**config.mk**
```make
export PLATFORM = sky130hd
export DESIGN_NAME = usb_fs_rx
export DESIGN_NICKNAME = d
export VERILOG_FILES = /design/src/rtl/usb_fs_rx_pkg.sv /design/src/rtl/usb_fs_dpll.sv /design/src/rtl/usb_fs_rx.sv
export SDC_FILE = /design/constraint.sdc
export NUM_CORES = 1
export LEC_CHECK = 0
export ABC_AREA = 1
export ABC_CLOCK_PERIOD_IN_PS = 2300
export CAP_MARGIN = 20
export CORE_UTILIZATION = 57
export DETAILED_ROUTE_END_ITERATION = 7
export GPL_TIMING_DRIVEN = 0
export HOLD_SLACK_MARGIN = 0.15
export PLACE_DENSITY = 0.79
export SLEW_MARGIN = 15
export SYNTH_ARGS = -nofsm -noshare
export SYNTH_HDL_FRONTEND = slang
export SYNTH_SLANG_ARGS = --single-unit
```
**constraint.sdc**
```tcl
create_clock -name clk_48 -period 2.3 [get_ports clk_48]
set_input_delay 0.46 -clock clk_48 [delete_from_list [all_inputs] [get_ports clk_48]]
set_output_delay 0.46 -clock clk_48 [all_outputs]
set_load 0.02 [all_outputs]
```
**src/rtl/usb_fs_rx_pkg.sv**
```systemverilog
// rtl/usb_fs_rx_pkg.sv - shared line-state, FSM and protocol constants for the FS USB receiver
package usb_fs_rx_pkg;

    localparam logic [1:0] LS_SE0 = 2'b00;
    localparam logic [1:0] LS_J   = 2'b01;
    localparam logic [1:0] LS_K   = 2'b10;

    localparam logic [2:0] ST_IDLE = 3'd0;
    localparam logic [2:0] ST_SYNC = 3'd1;
    localparam logic [2:0] ST_DATA = 3'd2;
    localparam logic [2:0] ST_EOP  = 3'd3;
    localparam logic [2:0] ST_ERR  = 3'd4;

    // SYNC decodes as seven 0s followed by a single 1
    localparam int SYNC_ZEROS = 7;

    localparam logic [7:0] PID_ACK   = 8'hD2;
    localparam logic [7:0] PID_NAK   = 8'h5A;
    localparam logic [7:0] PID_STALL = 8'h1E;

    function automatic logic nrzi_decode(input logic [1:0] cur, input logic [1:0] prev);
        return cur == prev;
    endfunction

endpackage

```
**src/rtl/usb_fs_dpll.sv**
```systemverilog
// rtl/usb_fs_dpll.sv - line synchronizer, line-state decode and 4x bit-timing recovery
module usb_fs_dpll
    import usb_fs_rx_pkg::*;
#(
    parameter int SYNC_STAGES = 2
) (
    input  logic       clk_48,
    input  logic       rst,
    input  logic       rx_j,
    input  logic       rx_se0,
    output logic [1:0] line_state,
    output logic       bit_strobe
);

    logic [SYNC_STAGES-1:0] j_sync;
    logic [SYNC_STAGES-1:0] se0_sync;
    logic [1:0]             prev_state;
    logic [1:0]             phase;
    logic [1:0]             phase_now;
    logic                   jk_edge;

    always_comb begin
        if (se0_sync[SYNC_STAGES-1])
            line_state = LS_SE0;
        else if (j_sync[SYNC_STAGES-1])
            line_state = LS_J;
        else
            line_state = LS_K;
    end

    // Only J<->K edges realign the phase; SE0 entry/exit carries no timing here
    assign jk_edge    = (line_state != LS_SE0) && (prev_state != LS_SE0) && (line_state != prev_state);
    assign phase_now  = jk_edge ? 2'd0 : phase;
    assign bit_strobe = (phase_now == 2'd2);

    always_ff @(posedge clk_48) begin
        if (rst) begin
            j_sync     <= '1;
            se0_sync   <= '0;
            prev_state <= LS_J;
            phase      <= 2'd0;
        end else begin
            j_sync     <= {j_sync[SYNC_STAGES-2:0], rx_j};
            se0_sync   <= {se0_sync[SYNC_STAGES-2:0], rx_se0};
            prev_state <= line_state;
            phase      <= phase_now + 2'd1;
        end
    end

endmodule

```
**src/rtl/usb_fs_rx.sv**
```systemverilog
// rtl/usb_fs_rx.sv - full-speed USB receive front-end: NRZI decode, unstuffing and packet framing
module usb_fs_rx
    import usb_fs_rx_pkg::*;
#(
    parameter int SYNC_STAGES = 2,
    parameter int MAX_ONES    = 6
) (
    input  logic       clk_48,
    input  logic       rst,
    input  logic       rx_j,
    input  logic       rx_se0,
    input  logic       tx_en,
    output logic       rx_active,
    output logic       pkt_start,
    output logic [7:0] data,
    output logic       data_valid,
    output logic       pkt_end,
    output logic       rx_err
);

    localparam int ONES_W = $clog2(MAX_ONES + 1);

    logic [1:0]        line_state;
    logic              bit_strobe;
    logic [1:0]        prev_sample;
    logic              dec_bit;
    logic [2:0]        state;
    logic [2:0]        cnt;
    logic [ONES_W-1:0] ones;
    logic [7:0]        shreg;

    usb_fs_dpll #(
        .SYNC_STAGES(SYNC_STAGES)
    ) u_dpll (
        .clk_48    (clk_48),
        .rst       (rst),
        .rx_j      (rx_j),
        .rx_se0    (rx_se0),
        .line_state(line_state),
        .bit_strobe(bit_strobe)
    );

    assign dec_bit = nrzi_decode(line_state, prev_sample);

    // cnt is reused: SYNC zero count, DATA bit index mod 8, ERR consecutive-J count
    always_ff @(posedge clk_48) begin
        if (rst) begin
            state       <= ST_IDLE;
            prev_sample <= LS_J;
            cnt         <= 3'd0;
            ones        <= '0;
            shreg       <= 8'h00;
            data        <= 8'h00;
            rx_active   <= 1'b0;
            pkt_start   <= 1'b0;
            data_valid  <= 1'b0;
            pkt_end     <= 1'b0;
            rx_err      <= 1'b0;
        end else begin
            pkt_start  <= 1'b0;
            data_valid <= 1'b0;
            pkt_end    <= 1'b0;
            rx_err     <= 1'b0;
            if (bit_strobe)
                prev_sample <= line_state;

            if (tx_en) begin
                state     <= ST_IDLE;
                rx_active <= 1'b0;
            end else if (bit_strobe) begin
                case (state)
                    ST_IDLE: begin
                        if (line_state == LS_K && prev_sample == LS_J) begin
                            state <= ST_SYNC;
                            cnt   <= 3'd1;
                        end
                    end
                    ST_SYNC: begin
                        if (line_state == LS_SE0) begin
                            state  <= ST_IDLE;
                            rx_err <= 1'b1;
                        end else if (cnt < 3'(SYNC_ZEROS)) begin
                            if (dec_bit)
                                state <= ST_IDLE;
                            else
                                cnt <= cnt + 3'd1;
                        end else if (dec_bit) begin
                            state     <= ST_DATA;
                            pkt_start <= 1'b1;
                            rx_active <= 1'b1;
                            cnt       <= 3'd0;
                            ones      <= ONES_W'(1);
                        end else begin
                            state <= ST_IDLE;
                        end
                    end
                    ST_DATA: begin
                        if (line_state == LS_SE0) begin
                            state <= ST_EOP;
                        end else if (ones == ONES_W'(MAX_ONES)) begin
                            if (dec_bit) begin
                                state     <= ST_ERR;
                                rx_err    <= 1'b1;
                                rx_active <= 1'b0;
                                cnt       <= 3'd0;
                            end else begin
                                ones <= '0;
                            end
                        end else begin
                            shreg <= {dec_bit, shreg[7:1]};
                            cnt   <= cnt + 3'd1;
                            ones  <= dec_bit ? ones + ONES_W'(1) : '0;
                            if (cnt == 3'd7) begin
                                data       <= {dec_bit, shreg[7:1]};
                                data_valid <= 1'b1;
                            end
                        end
                    end
                    ST_EOP: begin
                        if (line_state == LS_J) begin
                            state     <= ST_IDLE;
                            rx_active <= 1'b0;
                            if (cnt == 3'd0)
                                pkt_end <= 1'b1;
                            else
                                rx_err <= 1'b1;
                        end else if (line_state == LS_K) begin
                            state     <= ST_ERR;
                            rx_err    <= 1'b1;
                            rx_active <= 1'b0;
                            cnt       <= 3'd0;
                        end
                    end
                    ST_ERR: begin
                        if (line_state == LS_J) begin
                            if (cnt == 3'd1)
                                state <= ST_IDLE;
                            else
                                cnt <= cnt + 3'd1;
                        end else begin
                            cnt <= 3'd0;
                        end
                    end
                    default: state <= ST_IDLE;
                endcase
            end
        end
    end

endmodule

```
Yosys cells after proc, flatten, opt, wreduce, memory -nomap -nowiden
Cells that the tools add are included.
- equal/unequal tests: 31
- reductions and logical operators: 22
- add/sub/neg operators: 3
- mux-type cells: 54
- bitwise logic cells: 8
- magnitude comparators: 1
- operators by type and width (operator ; number):
    3-bit 2-to-1 mux ; 28
    3-bit case mux with 5 select lines ; 2
    2-bit != test (second input constant) ; 11
    3-bit != test (second input constant) ; 6
    1-bit 2-to-1 mux ; 17
    8-bit AND reduction ; 2
    6-bit OR reduction ; 2
    10-bit AND reduction ; 1
    3-bit equality test (second input constant) ; 3
    9-bit AND reduction ; 1
    2-bit 2-to-1 mux ; 4
    1-bit NOT ; 8
    3-bit by 1-bit adder with 3-bit output (second input constant) ; 2
    3-bit by 1-bit equality test with 1-bit output (second input constant) ; 2
    3-bit by 2-bit equality test with 1-bit output (second input constant) ; 2
    3-bit logical NOT ; 2
    1-bit case mux with 3 select lines ; 2
    3-bit case mux with 2 select lines ; 1
    6-bit AND reduction ; 1
    2-bit nonzero test ; 3
    5-bit AND reduction ; 1
    5-bit nonzero test ; 1
    5-bit OR reduction ; 1
    2-bit by 1-bit equality test with 1-bit output (second input constant) ; 2
    11 further kinds ; 14
- register bits: 40

Depth between registers and ports, before layout
- depth after elaboration: 9
- gate-level depth with buffers: 14
- mapped depth without buffers: 14

By module
From an unflattened synthesis, not the netlist that was laid out.
- cell total of the unflattened synthesis: 290
- area, all modules: 1984.4 sq um
- by module, submodules not included (module ; area an instance (sq um) ; seq. area each (sq um) ; cells an instance ; instances):
    usb_fs_rx ; 1715.4 ; 620.6 ; 261 ; 1
    usb_fs_dpll ; 269.0 ; 160.2 ; 29 ; 1

Least setup slack after synthesis
OpenSTA, ideal clock, no wires.
- kind: register to register
- start: register u_dpll.se0_sync[1]
- end: register ones[1]
- setup slack: 0.323 ns
- cell stages (with the launch flop): 14
- data arrival time: 1.864 ns
- library setup time: 0.113 ns
- path through: dfxtp_1 -> buf_6 -> nor2_2 -> a22o_1 -> inv_1 -> nand2_1 -> ha_1 -> inv_2 -> nor2_1 -> nand3_1 -> nor2_1 -> nand3_2 -> o21ai_1 -> nor2_1
- longest elaborated chain between the ends: 7
- elaborated cells on any way between the ends: 18
- classes of those cells: eq/ne: 7; mux: 6; reduce/logical: 5
- ends and longest elaborated chain (element ; line ; text):
    start: declaration ; usb_fs_dpll.sv:16 ; logic [SYNC_STAGES-1:0] se0_sync;
    start signal: assignment ; usb_fs_dpll.sv:44 ; se0_sync <= {se0_sync[SYNC_STAGES-2:0], rx_se0};
    2-bit 2-to-1 mux * ; usb_fs_dpll.sv:23 ; if (se0_sync[SYNC_STAGES-1])
    2-bit nonzero test ; usb_fs_dpll.sv:32 ; assign jk_edge = (line_state != LS_SE0) && (prev_state != LS_SE0) && (line_state != prev_state);
    1-bit logical AND (2 in a row) ; usb_fs_dpll.sv:32 ;
    2-bit 2-to-1 mux ; usb_fs_dpll.sv:33 ; assign phase_now = jk_edge ? 2'd0 : phase;
    2-bit equality test ; usb_fs_dpll.sv:34 ; assign bit_strobe = (phase_now == 2'd2);
    8-bit AND reduction (no line) ; n/a ;
    end signal: assignment ; usb_fs_rx.sv:112 ; ones <= dec_bit ? ones + ONES_W'(1) : '0;
    end: declaration ; usb_fs_rx.sv:29 ; logic [ONES_W-1:0] ones;
Mark *: on every way between the ends. The rest lies on a longest branch, timed or not. The select of a mux whose other input is x is not followed.
A chain may end at the register's enable or synchronous reset.

Final worst setup path
- start: register u_dpll.se0_sync[1]
- end: register data[5]
- longest elaborated chain between the ends: 7
- elaborated cells on any way between the ends: 10
- classes of those cells: eq/ne: 2; mux: 2; bitwise: 1; reduce/logical: 5
- ends and longest elaborated chain (element ; line ; text):
    2-bit 2-to-1 mux * ; usb_fs_dpll.sv:23 ;
    2-bit nonzero test ; usb_fs_dpll.sv:32 ;
    1-bit logical AND (2 in a row) ; usb_fs_dpll.sv:32 ;
    2-bit 2-to-1 mux ; usb_fs_dpll.sv:33 ;
    2-bit equality test ; usb_fs_dpll.sv:34 ;
    6-bit AND reduction (no line) * ; n/a ;
    end signal: assignment ; usb_fs_rx.sv:114 ; data <= {dec_bit, shreg[7:1]};
    end: declaration ; usb_fs_rx.sv:15 ; output logic [7:0] data,
Mark *: on every way between the ends. The rest lies on a longest branch, timed or not.

==> flow_summary.toml <==
[run_status]
status = "complete, no violations"

[synth]
ys_ff_latch = 39
syn_nets = 307
synth.distinct_cells = 28
yosysWarningCount = 0
synth_ff_type = "dfxtp_1"
yosysSeqAreaShare_pct = 38.59
synth_edf_count = 0
async_reset_ff_share_pct = 0
yosysTopAreaCellShare_pct = 38.59
synth_cells = 295
syn_area_mm2 = 0.002023
synth.avg_cell_area_um2 = 6.858
synth_area_leaders = "dfxtp_1 39%, nor2_1 12%, nand2_1 11%"
synth_top_area_cell = "dfxtp_1"

[cts]
post-cts-setup-buffer-count = 0
h-tree-depth = 2
worstSkewPairLatency_ps = 360
cts_hold_buf = 0
clkSlewWorstSetupHoldPaths_ps = 130
clock_sinks = 39
cts_tree = "yes"
cts_inserted_buffers = 5
root_buffer = "clkbuf_4"
cts.path.max_buffers = 2

[power]
power_density_mw_per_mm2 = 506.2
ir_drop_v = 0.0004246
p_total_w = 0.001177
p_leak_nw = 1.016

[placement]
place.gp.congestion = 0.9086
dp_hpwl_mm = 3.086
place_inst = 358
place_ws_ps = -90.48
portBuffers = 17

[drt]
totalWireLength_mm = 4.067
dr.pass1.iters = 4
post-route-drc-count = 0
wl_per_cell_um = 11.11
dr_total_vias = 1861
final_antenna_net_count = 0
via_per_inst = 5.085
drtIter0Drc = 79

[cells_and_area]
drive_gt1_share_pct = 13.13
multi_input_area_mm2 = 0.001089
syn_to_final_growth_pct = 14.97
num_antenna_cells = 0
nFillCells = 323
nets = 331
fin_cells = 366
ff_latch_area_um2 = 782.0

[die]
io_pins = 18
num_rows = 21
initial_core_util_pct = 60.16
core_area_mm2 = 0.003363
dieArea_mm2 = 0.003791
die_w_um = 61.58
die_h_um = 61.58

[global_routing]
antenna_found_initial = 0
grt_overflow = 0
grt_pass1_wl_mm = 6.513
grt_max_degree = 15
grt_pass1_vias = 1513
grt_use_total_pct = 23.74

[timing]
setup_viol = 0
layout_setup_ws_ps = 161.5
finClkSkew_ps = 8.403
final-hold-violation-count = 0
clock.fmax_mhz = 467.6
worst_slew_pin_slew_ps = 451.8
hold_slack_ps = 414.4
relSlewSlack_pct = 69.88
final.min_clock_period_ps = 2139
min_period_over_period_pct = 92.98
drv_slew = 0

[worst_setup_path]
arrival_ps = 2400
crit_path_max_fanout = 9
end_kind = "flop"
criticalPathCategory = "reg -> reg"
worstSetupStartpointType = "flop"
worstPathRequired_ps = 2560

[worst_hold_path]
hp-class = "reg -> reg"

[run]
cap_violations = 0
[stage by stage]
| stage | setup TNS (ps) | cell area [um2] | util, % |
|---|---|---|---|
| after global placement | -212.6 | 2251 | 66.93 |
| after CTS | 0 | 2315 | 68.82 |
| after detailed placement | -370.7 | 2251 | 66.93 |
| after floorplan | 0 | 2023 | - |
| after global routing | -20.52 | 2326 | 69.16 |
| final | 0 | 2326 | 69.16 |
[cells in the mapped netlist (2+ instances only)]
cell      instances
nor2_1           63
nand2_1          60
dfxtp_1          39
inv_1            25
nand3_1          21
o21ai_0          18
a21oi_1          13
ha_1              7
inv_2             6
nor2_2            5
nand3_2           4
nor3_1            4
o21ai_1           4
clkbuf_1          3
nand2_2           3
nand4_1           3
nor2_4            3
clkinv_4          2
nand2_4           2
or2_2             2
[registers in the layout, indices dropped and copies added (netlist names)]
register and flops:
u_dpll.prev_state 2, rx_err 1, cnt 3, u_dpll.phase 2, prev_sample 2, data 8
rx_active 1, data_valid 1, u_dpll.j_sync 2, pkt_end 1, state 3, ones 3
shreg 7, pkt_start 1, u_dpll.se0_sync 2
[cell usage in the layout, fill, tap and decap left out, types with 3 or more instances in the layout]
cell	synthesis	routed
nand4_1	3	3
nor3_1	4	4
ha_1	7	6
clkdlybuf4s50_1	0	17
dfxtp_1	39	38
a21oi_1	13	13
nor2_2	5	6
clkbuf_1	3	3
nand3_1	21	21
nor2_1	63	61
nand2_2	3	3
nor2_4	3	4
nand2_1	60	60
inv_1	25	25
inv_2	6	6
nand3_2	4	4
o21ai_0	18	18
o21ai_1	4	4
clkbuf_4	0	5
[routing by layer]
metal | GRT usage (%) | vias up | routed length [um]
met4 | 7.619 | 0 | 58
met5 | 0 | - | 0
met1 | 30.97 | 813 | 1848
met2 | 37.63 | 59 | 1842
li1 | - | 983 | -
met3 | 7.143 | 6 | 319
[cell families (layout without fill, tap and decap cells)]
logic type | after synthesis | count (layout) | synth area share (%)
flops | 39 | 39 | 38.59
xor+xnor | 1 | 1 | 0.4330
compound gates | 38 | 38 | 9.772
buf+inv | 39 | 64 | 8.225
simple gates | 171 | 171 | 38.65
fa+ha+maj | 7 | 7 | 4.329
[final timing paths]
check                                                   start                       endpoint  slack, ps  depth (start not counted)
worst max-delay path            u_dpll.se0_sync[1]$_SDFF_PP0_           data[5]$_SDFFE_PP0P_        160                         11
worst min-delay path            u_dpll.se0_sync[0]$_SDFF_PP0_  u_dpll.se0_sync[1]$_SDFF_PP0_        410                          2
worst max register to register  u_dpll.se0_sync[1]$_SDFF_PP0_           data[5]$_SDFFE_PP0P_        160                         11
worst min register to register  u_dpll.se0_sync[0]$_SDFF_PP0_  u_dpll.se0_sync[1]$_SDFF_PP0_        410                          2
[final cells by class]
cell class	instances	share of cell area [%]
Timing Repair Buffer	17	7.316
Clock buffer	5	1.614
Buffer	4	0.9683
Sequential cell	39	33.62
Clock inverter	3	1.022
Multi-Input combinational cell	217	46.80
Inverter	35	6.186
Tap cell	46	2.474
[where the power goes]
part | switching (W) | internal, W
logic | 0.0000740 | 0.0000373
registers | 0.00000664 | 0.000687
clock network | 0.000250 | 0.000122
total | 0.000330 | 0.000847
[critical path, cell delays in order, from the launching register on]
cell     delay (ps)
dfxtp_1         330
buf_6           140
nor2_4          190
a22o_1          170
inv_1            40
nand2_1          70
ha_2            230
inv_2            80
nor2_4          150
nand4_1         270
o21ai_0         290
nor2_1           70
[what timing repair did]
action,in CTS,in global routing
setup endpoints to repair,13,14
resized for setup,1,4
hold endpoints to repair,0,0
No activity file was read; power rests on OpenSTA's default activity.
